**config.mk**
```make
export PLATFORM = sky130hd
export DESIGN_NAME = sc_input_conditioner
export DESIGN_NICKNAME = d
export VERILOG_FILES = /design/src/rtl/sc_input_pkg.sv /design/src/rtl/sc_input_conditioner_debounce.sv /design/src/rtl/sc_input_conditioner.sv
export SDC_FILE = /design/constraint.sdc
export NUM_CORES = 1
export LEC_CHECK = 0
export ABC_CLOCK_PERIOD_IN_PS = 3100
export CORE_MARGIN = 1
export CORE_UTILIZATION = 31
export CTS_CLUSTER_SIZE = 8
export DETAILED_ROUTE_END_ITERATION = 10
export MAX_ROUTING_LAYER = met4
export PLACE_DENSITY_LB_ADDON = 0.05
export RECOVER_POWER = 25
export SKIP_CTS_REPAIR_TIMING = 1
export SKIP_LAST_GASP = 1
export SLEW_MARGIN = 10
export SYNTH_ARGS = -nofsm -noshare
export SYNTH_HDL_FRONTEND = slang
export SYNTH_SLANG_ARGS = --single-unit
```
**constraint.sdc**
```tcl
create_clock -name SC_INPUTCONDITIONER_CLOCK_50 -period 3.1 [get_ports SC_INPUTCONDITIONER_CLOCK_50]
set_input_delay 0.465 -clock SC_INPUTCONDITIONER_CLOCK_50 [delete_from_list [all_inputs] [get_ports SC_INPUTCONDITIONER_CLOCK_50]]
set_output_delay 0.465 -clock SC_INPUTCONDITIONER_CLOCK_50 [all_outputs]
set_load 0.05 [all_outputs]
```
**src/rtl/sc_input_pkg.sv**
```systemverilog
// Shared constants and types for the pushbutton input conditioner.
// The SIM_* pair shortens debounce and tick period so simulation stays fast.
package sc_input_pkg;

  localparam int DEFAULT_DEBOUNCE_CYCLES = 1000000;
  localparam int DEFAULT_TICK_PERIOD     = 25000000;

  localparam int SIM_DEBOUNCE_CYCLES = 4;
  localparam int SIM_TICK_PERIOD     = 10;

  // One bit per board button, all active-low.
  typedef struct packed {
    logic start;
    logic left;
    logic right;
  } button_t;

endpackage

```
**src/rtl/sc_input_conditioner_debounce.sv**
```systemverilog
// Single-bit conditioner: a two-flop synchronizer followed by a stable-level
// register that only follows the input after DEBOUNCE_CYCLES unchanged samples.
module sc_debounce
  import sc_input_pkg::*;
#(
  parameter int DEBOUNCE_CYCLES = DEFAULT_DEBOUNCE_CYCLES,
  parameter int DEBOUNCE_W      = $clog2(DEBOUNCE_CYCLES)
) (
  input  logic clk,
  input  logic rst_n,
  input  logic raw,
  output logic level
);

  localparam logic [DEBOUNCE_W-1:0] CNT_MAX = DEBOUNCE_W'(DEBOUNCE_CYCLES - 1);

  logic                  s1;
  logic                  s2;
  logic [DEBOUNCE_W-1:0] cnt;

  // Any sample that agrees with the current level restarts the count,
  // so bounces shorter than the window never reach the output.
  always_ff @(posedge clk or negedge rst_n) begin
    if (!rst_n) begin
      s1    <= 1'b1;
      s2    <= 1'b1;
      level <= 1'b1;
      cnt   <= '0;
    end else begin
      s1 <= raw;
      s2 <= s1;
      if (s2 == level) begin
        cnt <= '0;
      end else if (cnt == CNT_MAX) begin
        level <= s2;
        cnt   <= '0;
      end else begin
        cnt <= cnt + DEBOUNCE_W'(1);
      end
    end
  end

endmodule

```
**src/rtl/sc_input_conditioner.sv**
```systemverilog
// Board front end: debounces start/left/right and generates the periodic
// active-low move tick, which a fresh start press realigns to zero.
module sc_input_conditioner
  import sc_input_pkg::*;
#(
  parameter int DEBOUNCE_CYCLES = DEFAULT_DEBOUNCE_CYCLES,
  parameter int TICK_PERIOD     = DEFAULT_TICK_PERIOD,
  parameter int DEBOUNCE_W      = $clog2(DEBOUNCE_CYCLES),
  parameter int TICK_W          = $clog2(TICK_PERIOD)
) (
  input  logic SC_INPUTCONDITIONER_CLOCK_50,
  input  logic SC_INPUTCONDITIONER_RESET_InLow,
  input  logic SC_INPUTCONDITIONER_startButtonRaw_InLow,
  input  logic SC_INPUTCONDITIONER_leftButtonRaw_InLow,
  input  logic SC_INPUTCONDITIONER_rightButtonRaw_InLow,
  output logic SC_INPUTCONDITIONER_startButton_OutLow,
  output logic SC_INPUTCONDITIONER_leftButton_OutLow,
  output logic SC_INPUTCONDITIONER_rightButton_OutLow,
  output logic SC_INPUTCONDITIONER_T0_OutLow
);

  localparam logic [TICK_W-1:0] TICK_MAX = TICK_W'(TICK_PERIOD - 1);

  logic clk;
  logic rst_n;

  assign clk   = SC_INPUTCONDITIONER_CLOCK_50;
  assign rst_n = SC_INPUTCONDITIONER_RESET_InLow;

  button_t raw;
  button_t level;

  assign raw.start = SC_INPUTCONDITIONER_startButtonRaw_InLow;
  assign raw.left  = SC_INPUTCONDITIONER_leftButtonRaw_InLow;
  assign raw.right = SC_INPUTCONDITIONER_rightButtonRaw_InLow;

  sc_debounce #(.DEBOUNCE_CYCLES(DEBOUNCE_CYCLES), .DEBOUNCE_W(DEBOUNCE_W)) u_start (
    .clk(clk), .rst_n(rst_n), .raw(raw.start), .level(level.start)
  );

  sc_debounce #(.DEBOUNCE_CYCLES(DEBOUNCE_CYCLES), .DEBOUNCE_W(DEBOUNCE_W)) u_left (
    .clk(clk), .rst_n(rst_n), .raw(raw.left), .level(level.left)
  );

  sc_debounce #(.DEBOUNCE_CYCLES(DEBOUNCE_CYCLES), .DEBOUNCE_W(DEBOUNCE_W)) u_right (
    .clk(clk), .rst_n(rst_n), .raw(raw.right), .level(level.right)
  );

  logic              start_prev;
  logic              restart;
  logic [TICK_W-1:0] tcnt;
  logic              t0;

  // Only the debounced 1->0 edge restarts; a held or released start does not.
  assign restart = start_prev & ~level.start;

  always_ff @(posedge clk or negedge rst_n) begin
    if (!rst_n) begin
      start_prev <= 1'b1;
      tcnt       <= '0;
      t0         <= 1'b1;
    end else begin
      start_prev <= level.start;
      if (restart) begin
        tcnt <= '0;
        t0   <= 1'b1;
      end else if (tcnt == TICK_MAX) begin
        tcnt <= '0;
        t0   <= 1'b0;
      end else begin
        tcnt <= tcnt + TICK_W'(1);
        t0   <= 1'b1;
      end
    end
  end

  assign SC_INPUTCONDITIONER_startButton_OutLow = level.start;
  assign SC_INPUTCONDITIONER_leftButton_OutLow  = level.left;
  assign SC_INPUTCONDITIONER_rightButton_OutLow = level.right;
  assign SC_INPUTCONDITIONER_T0_OutLow          = t0;

endmodule

```
==> impl_results.md, run 1 <==
- Maxcap violations: 1
- Setup WS pre-CTS: 0.8671 ns
- Vias in the first global route: 3,381
- Fmax achieved: 0.4426 GHz
- Int Power: 1.903 mW
- Die H: 124.3 um
- Post-synthesis sequential area ratio: 52.09%
- Avg WL per Cell: 13.99 um
- Cells after DPL: 652
- CP max-delay cell: clkdlybuf4s50_1
- Area post-placement: 0.004935 sq mm
- Worst Path Buf+Inv: 1
- Post-synthesis cell type count: 37
- Post-synthesis mux area share: 1.160%
- Max VDD drop: 0.0002628 V
- DR iter-0 viols: 231
- Largest net degree at the start of global routing: 41
- Metal-1 WL: 4.591 mm
- Tcrit/Tclk final: 72.89%
- TritonRoute pass-1 iters: 4
- Core Footprint: 0.01459 sq mm
- Worst-case clock buffer depth: 2
- DRT Wirelength: 9.344 mm
- Setup crit start kind: register
- Post-synth ARST share: 100.0%
- Min Tclk post-route: 2.260 ns
- Biggest cell delay along the critical path: 0.83 ns
- Worst-path clk slew: 0.06 ns
- GRT Total Usage: 13.63%
- Mapped Cells: 469
- Sequential fraction of design power: 52.6%
- Outcome: finished, violations left
- Hold Fails Final Rpt: 0
- Share of cells above drive strength 1: 8.264%
- Largest family of logic cells by synthesized area: simple AND/OR/NAND/NOR gates
- Syn nets: 478
- RSZ-0062 raised after global routing: false
- Synth Area in Adders: 1.079%
- DR vias/cell: 5.042
- NetSw: 532.9 uW
- Leak: 2.068 nW
- Synthesis-stage register bit count: 96
- Setup ws final: 0.8405 ns
- Setup slack, reg-to-reg: 0.87 ns
- Family with the most delay on the worst path: buffers and inverters
- Clock Sinks: 96
- Pwr/cell area: 466.9 mW/mm^2
- HPWL Detailed: 6.181 mm
- Switching share of power: 21.87%
- Critical Path RT: 2.63 ns
- Crit Path Max Fanout: 5
- H-tree levels: 3
- Post-Syn Area: 0.004638 sq mm
- CTS tree: done
- Final Instance Area: 0.005218 sq mm
- Violations in the final reports: max-capacitance violations, max-slew violations
- Final setup viols: 0
- IO Count: 9
- Hold WS: 0.3587 ns
- Worst Setup End Kind: output port
- Port Buffers: 8
- Die X: 124.3 um
- Synth Area in XOR/XNOR: 9.819%
- Max Used Layer: met4
- Met3 WL post-DR: 268 um
- Fin cells: 668
- First-pass GRT wire length: 16.57 mm
- Total grt overflow: 0
- TNS Setup: 0 ns
- GPL Wtd Cong: 0.7727
- Worst Max-Slew Pin Slew: 2.250 ns
- Post-synth EDFFs: 0
- Cells along the critical path: clkdlybuf4s50_1
- Final antenna-violating net count: 0
- Hold Path Class: reg -> reg
- Layout Skew: 0.01068 ns
- Root Buffer: clkbuf_16
- Initial antenna violation count: 0
- Post-Synth Simple-Gate Area: 25.98%
- Synth Flop Type: dfrtp_1
- Row count: 44
- CP arrival: 1.79 ns
- Core Util, Final: 35.76%
- Cts bufs inserted: 9
- Final nets: 488
- Combinational share of power: 2.9%
- Die Area: 0.01546 sq mm
- Total number of vias: 3,368
- Ys Warns: 0
- Routed wl met2: 4.376 mm
- Relative slew margins: -50.02%
- Clk pwr share: 44.5%
- Syn Area/Cell: 9.890 sq um
- Fin. max-slew vios: 38
- Clk_lat worst skew: 0.35 ns
- Design Power: 2.436 mW
- Starting density of the core: 31.79%
- Area grow syn2layout: 12.49%
- Critical path class: reg -> out
- Number of diodes: 0
- DRC: 0
- Compound-Gate Fraction of Synth Area: 7.337%
==> final cells by class <==
| class | count | area [sq um] |
|---|---|---|
| Fill cell | 1449 | 9371 |
| Sequential cell | 96 | 2416 |
| Multi-Input combinational cell | 345 | 2105 |
| Clock buffer | 15 | 277.8 |
| Tap cell | 184 | 230.2 |
| Timing Repair Buffer | 14 | 131.4 |
| Inverter | 13 | 48.80 |
| Clock inverter | 1 | 8.758 |
==> cells in the mapped netlist (3+ instances only) <==
library cell	instances	area, sq um
dfrtp_1	85	2127
nor2_1	64	240.2
nand3_1	29	145.1
nand4_1	27	168.9
xnor2_1	27	236.5
a21oi_1	26	130.1
xor2_1	25	219.0
nand2_1	24	90.09
o21ai_0	24	120.1
or3_1	17	106.4
inv_1	13	48.80
nor4_1	13	81.33
dfstp_2	11	289.0
and3_1	10	62.56
clkbuf_1	10	37.54
nor3_1	9	45.04
or4_1	8	60.06
and4_1	7	61.31
o31ai_1	5	37.54
and2_1	4	25.02
buf_2	4	20.02
ha_1	4	50.05
nor4b_1	4	35.03
mux2_2	3	33.78
==> layer usage <==
metal | global-route usage, % | vias to the layer above
met4 | 3.614 | 0
met3 | 4.253 | 7
met1 | 17.15 | 1646
met5 | - | -
met2 | 21.19 | 20
li1 | - | 1695
==> state kept, by name, indices dropped and copies added (netlist names), 20 cells and up <==
name         count
tcnt            25
u_left.cnt      20
u_right.cnt     20
u_start.cnt     20
==> worst reg2reg max path, stage by stage, from the launching register on <==
cell     delay (ns)
dfrtp_1        0.38
ha_1           0.20
nand3_1        0.29
or4_4          0.65
nor2_1         0.26
mux2_2         0.37
==> cell families (layout without fill, tap and decap cells) <==
group,count (synthesis),after routing
adder cells (fa/ha/maj),4,4
buffers and inverters,28,43
AND/OR/NAND/NOR,226,226
XOR/XNOR,52,52
multiplexers,5,5
flip-flops,96,96
AO/OA/AOI/OAI,58,58
==> path summary, 6_finish.rpt <==
kind / from / endpoint / depth (start not counted)
max: u_start.level / SC_INPUTCONDITIONER_startButton_OutLow / 1
min: u_start.s1 / u_start.s2 / 0
max reg2reg: u_left.cnt[0] / u_left.level / 5
min reg2reg: u_start.s1 / u_start.s2 / 0
max in group asynchronous: SC_INPUTCONDITIONER_RESET_InLow / SC_INPUTCONDITIONER_T0_OutLow / 2
min in group asynchronous: SC_INPUTCONDITIONER_RESET_InLow / u_left.cnt[4] / 1
==> power groups by stage <==
stage	Sequential (mW)	Clock [mW]	Combinational, mW
finish	1.28	1.08	0.0697
CTS	1.28	1.13	0.0757
detailed placement	1.30	0	0.0751
global route	1.28	1.19	0.0827
floorplan	1.30	0	0.0306
global placement	1.30	0	0.0751
==> layout by cell type (no fill, tap or decap), types with 10 or more instances in the layout <==
cell,netlist,routed
nor4_1,13,13
nand4_1,27,27
nor2_1,64,64
nand2_1,24,24
dfstp_2,11,10
xor2_1,25,25
nand3_1,29,29
dfrtp_1,85,85
o21ai_0,24,22
a21oi_1,26,26
xnor2_1,27,27
and3_1,10,10
or3_1,17,17
inv_1,13,13
No activity file was read; power rests on OpenSTA's default activity.
==> inputs of run 2 (changes only) <==
--- a/config.mk
+++ b/config.mk
@@ -5,7 +5,7 @@
 export SDC_FILE = /design/constraint.sdc
 export NUM_CORES = 1
 export LEC_CHECK = 0
-export ABC_CLOCK_PERIOD_IN_PS = 3100
+export ABC_CLOCK_PERIOD_IN_PS = 2000
 export CORE_MARGIN = 1
 export CORE_UTILIZATION = 31
 export CTS_CLUSTER_SIZE = 8
==> constraint.sdc (replaced) <==
create_clock -name SC_INPUTCONDITIONER_CLOCK_50 -period 2 [get_ports SC_INPUTCONDITIONER_CLOCK_50]
set_input_delay 0.3 -clock SC_INPUTCONDITIONER_CLOCK_50 [delete_from_list [all_inputs] [get_ports SC_INPUTCONDITIONER_CLOCK_50]]
set_output_delay 0.3 -clock SC_INPUTCONDITIONER_CLOCK_50 [all_outputs]
set_load 0.05 [all_outputs]
==> impl_results.md, run 2 (synthesis gave the netlist of run 1 again) <==
- Outcome: finished, final reports clean
- TNS Setup: 0 ns (unchanged)
- Vias in the first global route: 3,522 (+4.2%)
- CP max-delay cell: or4_4
- Fin. max-slew vios: 0 (-100%)
- Hold WS: 0.3579 ns (-0.0008210 ns)
- Tcrit/Tclk final: 97.79%
- # fillers: 1,481 (+2.2%)
- Initial antenna violation count: 0 (unchanged)
- Worst Max-Slew Pin Slew: 0.9481 ns (-1.302 ns)
- Fin cells: 696 (+4.2%)
- Clock Sinks: 96 (unchanged)
- HPWL Detailed: 6.527 mm (+5.6%)
- Largest register FFs: 25 (unchanged)
- Relative slew margins: 36.79% (+87 points)
- WHS Path Cells: 0 (unchanged)
- Worst Hold End: u_right.s2
- Die Area: 0.01546 sq mm (unchanged)
- DRC: 0 (unchanged)
- DR vias/cell: 4.994 (-0.95%)
- Starting density of the core: 31.79% (unchanged)
- Critical path class: reg -> reg
- Min Tclk post-route: 1.956 ns
- Leak: 2.219 nW (+7.3%)
- RSZ-0062 raised after global routing: true
- RR Startpoint: u_left.cnt[13]
- Sequential cell area: 0.002416 sq mm (unchanged)
- Port Buffers: 8 (unchanged)
- Core Footprint: 0.01459 sq mm (unchanged)
- Total number of vias: 3,476 (+3.2%)
- Die H: 124.3 um (unchanged)
- Biggest cell delay along the critical path: 0.54 ns (-0.29 ns)
- Cts bufs inserted: 9 (unchanged)
- Crit Path Max Fanout: 2 (-3)
- Cells along the critical path: or4_1 > or4_4 > nor2_4 > mux2_2
- Final nets: 516 (+5.7%)
- Reg2reg end: u_left.level
- Max VDD drop: 0.0004070 V (+55%)
- Layout Skew: 0.005556 ns (-0.005128 ns)
- Fmax achieved: 0.5113 GHz
- Hold Crit Start: u_right.s1
- Avg WL per Cell: 14.04 um (+0.34%)
- TritonRoute pass-1 iters: 4 (unchanged)
- CTS tree: done
- Die X: 124.3 um (unchanged)
- GRT Total Usage: 14.17% (+0.54 points)
- Commonest cells after routing, fill and taps aside: 85 x dfrtp_1, 63 x nor2_1, 33 x buf_4
- Commonest non-fill, non-tap cell in the layout: dfrtp_1
- Area grow syn2layout: 17.40%
- Maxcap violations: 0 (-1)
- H-tree levels: 3 (unchanged)
- DR iter-0 viols: 152 (-34%)
- First-pass GRT wire length: 17.22 mm (+4.0%)
- Area taken by multi-input logic gates: 0.002120 sq mm (+0.71%)
- Critical Path RT: 2.28 ns (-0.35 ns)
- Total grt overflow: 0 (unchanged)
- Final setup viols: 0 (unchanged)
- Hold Path Class: reg -> reg
- Final antenna-violating net count: 0 (unchanged)
- Row count: 44 (unchanged)
- Setup crit start kind: register
- Largest net degree at the start of global routing: 60 (+46%)
- DRT Wirelength: 9.769 mm (+4.5%)
- Core Util, Final: 37.32% (+1.6 points)
- Worst Setup End Kind: register
- GPL Wtd Cong: 0.7250 (-6.2%)
- Cells after DPL: 679 (+4.1%)
- Root Buffer: clkbuf_16
- IO Count: 9 (unchanged)
- Clk_lat worst skew: 0.35 ns (about the same)
- CP arrival: 2.23 ns (+0.44 ns)
- Setup slack, reg-to-reg: 0.04 ns (-0.83 ns)
- Worst-path clk slew: 0.07 ns (about the same)
- Path depth of the worst reg2reg path: 4 (-1)
- Hold Fails Final Rpt: 0 (unchanged)
- Number of diodes: 0 (unchanged)
- Pwr/cell area: 705.3 mW/mm^2 (+51%)
- Worst-case clock buffer depth: 2 (unchanged)
- Share of cells above drive strength 1: 15.04% (+6.8 points)
- Reg with most FFs: tcnt
-- run 2: stage by stage --
step	area, sq um	power (mW)	setup WS (ns)
final	5445	3.841	0.04412
after global routing	5445	4.028	-0.01054
after CTS	5454	3.953	0.01481
after detailed placement	5157	2.156	0.02518
after global placement	5157	2.154	0.04164
after floorplan	4641	2.066	0.004456
-- run 2: worst max-delay path by stage --
stage | start | endpoint | cells after the start | slack (ns)
6_report | u_left.cnt[13] | u_left.level | 4 | 0.04
2_1_floorplan | u_left.cnt[13] | u_left.level | 4 | 0.004
4_1_cts | u_start.cnt[0] | u_start.cnt[18] | 5 | 0.01
3_3_place_gp | u_left.cnt[13] | u_left.level | 4 | 0.04
3_5_place_dp | u_left.cnt[13] | u_left.level | 4 | 0.03
5_1_grt | u_start.cnt[0] | u_start.cnt[16] | 5 | -0.01
-- run 2: where the power goes --
group	leakage (nW)	total, mW	internal (mW)	switching [mW]
clock network	0.138	1.74	0.969	0.768
logic	0.800	0.120	0.0379	0.0818
registers	1.28	1.98	1.97	0.0166
-- run 2: layout make-up --
cell class | instances | area share, %
flip-flops and latches | 96 | 44.37
clock buffers | 9 | 4.136
well taps | 184 | 4.228
repair buffers | 42 | 6.135
inverters | 13 | 0.8961
clock inverters | 7 | 1.310
multi-input cells | 345 | 38.92
-- run 2: critical path: cells and delay by family (launching register included) --
kind          cells  cell delay [ns]
simple gates      3             1.18
flops             1             0.37
mux               1             0.33
-- run 2: per-layer routing --
| layer | vias up | track usage (%) | part of all wire, % |
|---|---|---|---|
| li1 | 1749 | - | - |
| met1 | 1686 | 17.61 | 49 |
| met2 | 32 | 22.33 | 47 |
| met3 | 9 | 4.424 | 2.7 |
| met4 | 0 | 3.685 | 1.3 |
| met5 | - | - | 0 |
==> inputs of run 3 (changes only) <==
--- a/config.mk
+++ b/config.mk
@@ -10,7 +10,7 @@
 export CORE_UTILIZATION = 31
 export CTS_CLUSTER_SIZE = 8
 export DETAILED_ROUTE_END_ITERATION = 10
-export MAX_ROUTING_LAYER = met4
+export GPL_TIMING_DRIVEN = 0
 export PLACE_DENSITY_LB_ADDON = 0.05
 export RECOVER_POWER = 25
 export SKIP_CTS_REPAIR_TIMING = 1
==> impl_results.md, run 3 (synthesis gave the netlist of run 1 again) <==
- Outcome: finished, violations left
- Violations in the final reports: negative setup slack
- CP arrival: 2.39 ns (+0.16 ns)
- DRT Wirelength: 9.707 mm (-0.63%)
- Int Power: 3.146 mW (+5.8%)
- Hold Path Class: reg -> reg
- Total grt overflow: 0 (unchanged)
- CTS tree: done
- Hold Fails Final Rpt: 0 (unchanged)
- Root Buffer: clkbuf_16
- Port Buffers: 8 (unchanged)
- Clk pwr share: 46.7% (+1.5 points)
- RR Startpoint: u_left.cnt[15]
- Total number of vias: 3,452 (-0.69%)
- Setup slack, reg-to-reg: -0.12 ns (-0.16 ns)
- Die X: 124.3 um (unchanged)
- Avg WL per Cell: 13.91 um (-0.92%)
- Layout Skew: 0.01008 ns (+0.004522 ns)
- Pwr/cell area: 716.4 mW/mm^2 (+1.6%)
- Worst Setup End Kind: register
- HPWL Detailed: 6.210 mm (-4.8%)
- DR iter-0 viols: 183 (+20%)
- Commonest non-fill, non-tap cell in the layout: dfrtp_1
- Setup crit start kind: register
- Crit Path Max Fanout: 3 (+1)
- Reg with most FFs: tcnt
- Critical path class: reg -> reg
- Area taken by multi-input logic gates: 0.002208 sq mm (+4.2%)
- Sequential cell area: 0.002421 sq mm (+0.21%)
- TritonRoute pass-1 iters: 4 (unchanged)
- Share of cells above drive strength 1: 17.32% (+2.3 points)
- Worst Max-Slew Pin Slew: 0.7416 ns (-0.2065 ns)
- Switching share of power: 21.24% (-1.3 points)
- Row count: 44 (unchanged)
- CP max-delay cell: or4b_1
- Initial antenna violation count: 0 (unchanged)
- Final nets: 518 (+0.39%)
- Number of diodes: 0 (unchanged)
- Cells along the critical path: or4b_1 > or4_4 > buf_4 > nor2_4 > mux2_2
- Fin. max-slew vios: 0 (unchanged)
- Die H: 124.3 um (unchanged)
- IO Count: 9 (unchanged)
- DRC: 0 (unchanged)
- Commonest cells after routing, fill and taps aside: 81 x dfrtp_1, 56 x nor2_1, 28 x nand3_1
- Fin cells: 698 (+0.29%)
- Worst-case clock buffer depth: 2 (unchanged)
- Final antenna-violating net count: 0 (unchanged)
- Maxcap violations: 0 (unchanged)
- Min Tclk post-route: 2.117 ns (+0.1610 ns)
- GRT Total Usage: 13.13% (-1.0 points)
- Path depth of the worst reg2reg path: 5 (+1)
- Critical Path RT: 2.28 ns (about the same)
- Core Footprint: 0.01459 sq mm (unchanged)
- GPL Wtd Cong: 0.7455 (+2.8%)
- Largest register FFs: 25 (unchanged)
- Clk_lat worst skew: 0.35 ns (about the same)
- Worst Path Buf+Inv: 1 (+1)
- H-tree levels: 3 (unchanged)
- Family with the most delay on the worst path: simple AND/OR/NAND/NOR gates
- Combinational share of power: 3.5% (+0.4 points)
- Hold Crit Start: u_start.s1
- Reg2reg end: u_left.level
- Largest net degree at the start of global routing: 69 (+15%)
- Cts bufs inserted: 9 (unchanged)
- Starting density of the core: 31.79% (unchanged)
- Area grow syn2layout: 20.21%
- Tcrit/Tclk final: 105.8% (+8.1 points)
- Leak: 2.289 nW (+3.1%)
- Sequential fraction of design power: 49.8% (-1.8 points)
- DR vias/cell: 4.946 (-0.98%)
- Vias in the first global route: 3,337 (-5.3%)
- Core Util, Final: 38.22% (+0.89 points)
- Relative slew margins: 50.56% (+14 points)
- Cells after DPL: 662 (-2.5%)
- RSZ-0062 raised after global routing: true
- Worst Hold End: u_start.s2
- # fillers: 1,458 (-1.6%)
- Worst-path clk slew: 0.07 ns (about the same)
- Setup ws final: -0.1169 ns (-0.1610 ns)
- Final setup viols: 16 (+16)
- Die Area: 0.01546 sq mm (unchanged)
- Max VDD drop: 0.0004345 V (+6.7%)
- First-pass GRT wire length: 16.50 mm (-4.2%)
- NetSw: 848.5 uW (-2.1%)
- Biggest cell delay along the critical path: 0.53 ns (about the same)
- WHS Path Cells: 0 (unchanged)
- Fmax achieved: 0.4724 GHz (-7.6%)
- Clock Sinks: 96 (unchanged)
[run 3: per-layer routing]
metal	routed length [um]	GRT usage (%)	up-vias
met5	0	0	-
met4	125	4.323	0
met3	275	3.780	11
met2	4314	19.76	27
met1	4992	18.04	1658
li1	-	-	1756
[run 3: area by class of cell]
type / count / share of cell area (%)
Buffer: 12 / 1.346
Sequential cell: 96 / 43.42
Timing Repair Buffer: 32 / 4.937
Tap cell: 184 / 4.129
Clock inverter: 4 / 1.257
Multi-Input combinational cell: 345 / 39.61
Inverter: 13 / 0.8752
Clock buffer: 12 / 4.421
[run 3: worst max-delay path by stage]
stage	start	to	slack [ns]	cells after the start
floorplan	u_left.cnt[13]	u_left.level	0.004	4
global placement	SC_INPUTCONDITIONER_RESET_InLow	u_start.cnt[11]	-3.32	1
detailed placement	u_left.cnt[0]	u_left.cnt[16]	-0.29	6
CTS	tcnt[0]	tcnt[10]	-0.30	6
global route	u_left.cnt[15]	u_left.cnt[14]	-0.16	5
finish	u_left.cnt[15]	u_left.level	-0.12	5
[run 3: power by group through the flow]
| stage | logic [mW] | registers, mW | clock network [mW] |
|---|---|---|---|
| 2_1_floorplan | 0.0475 | 2.02 | 0 |
| 3_3_place_gp | 0.112 | 2.02 | 0 |
| 3_5_place_dp | 0.119 | 2.02 | 0 |
| 4_1_cts | 0.120 | 1.99 | 1.95 |
| 5_1_grt | 0.161 | 1.99 | 2.02 |
| 6_report | 0.139 | 1.99 | 1.87 |
[run 3: stage by stage]
stage                     cell area, sq um  TNS [ns]  setup slack [ns]  hold slack [ns]  power [mW]
after floorplan                       4641         0          0.004456         0.004409       2.066
after global placement                4951   -314.68            -3.325           0.3462       2.135
after detailed placement              4980    -11.34           -0.2894           0.1968       2.142
after CTS                             5296    -12.39           -0.2994          -0.1755       4.052
after global routing                  5575    -2.079           -0.1625           0.3615       4.171
final                                 5575    -1.213           -0.1169           0.3560       3.994
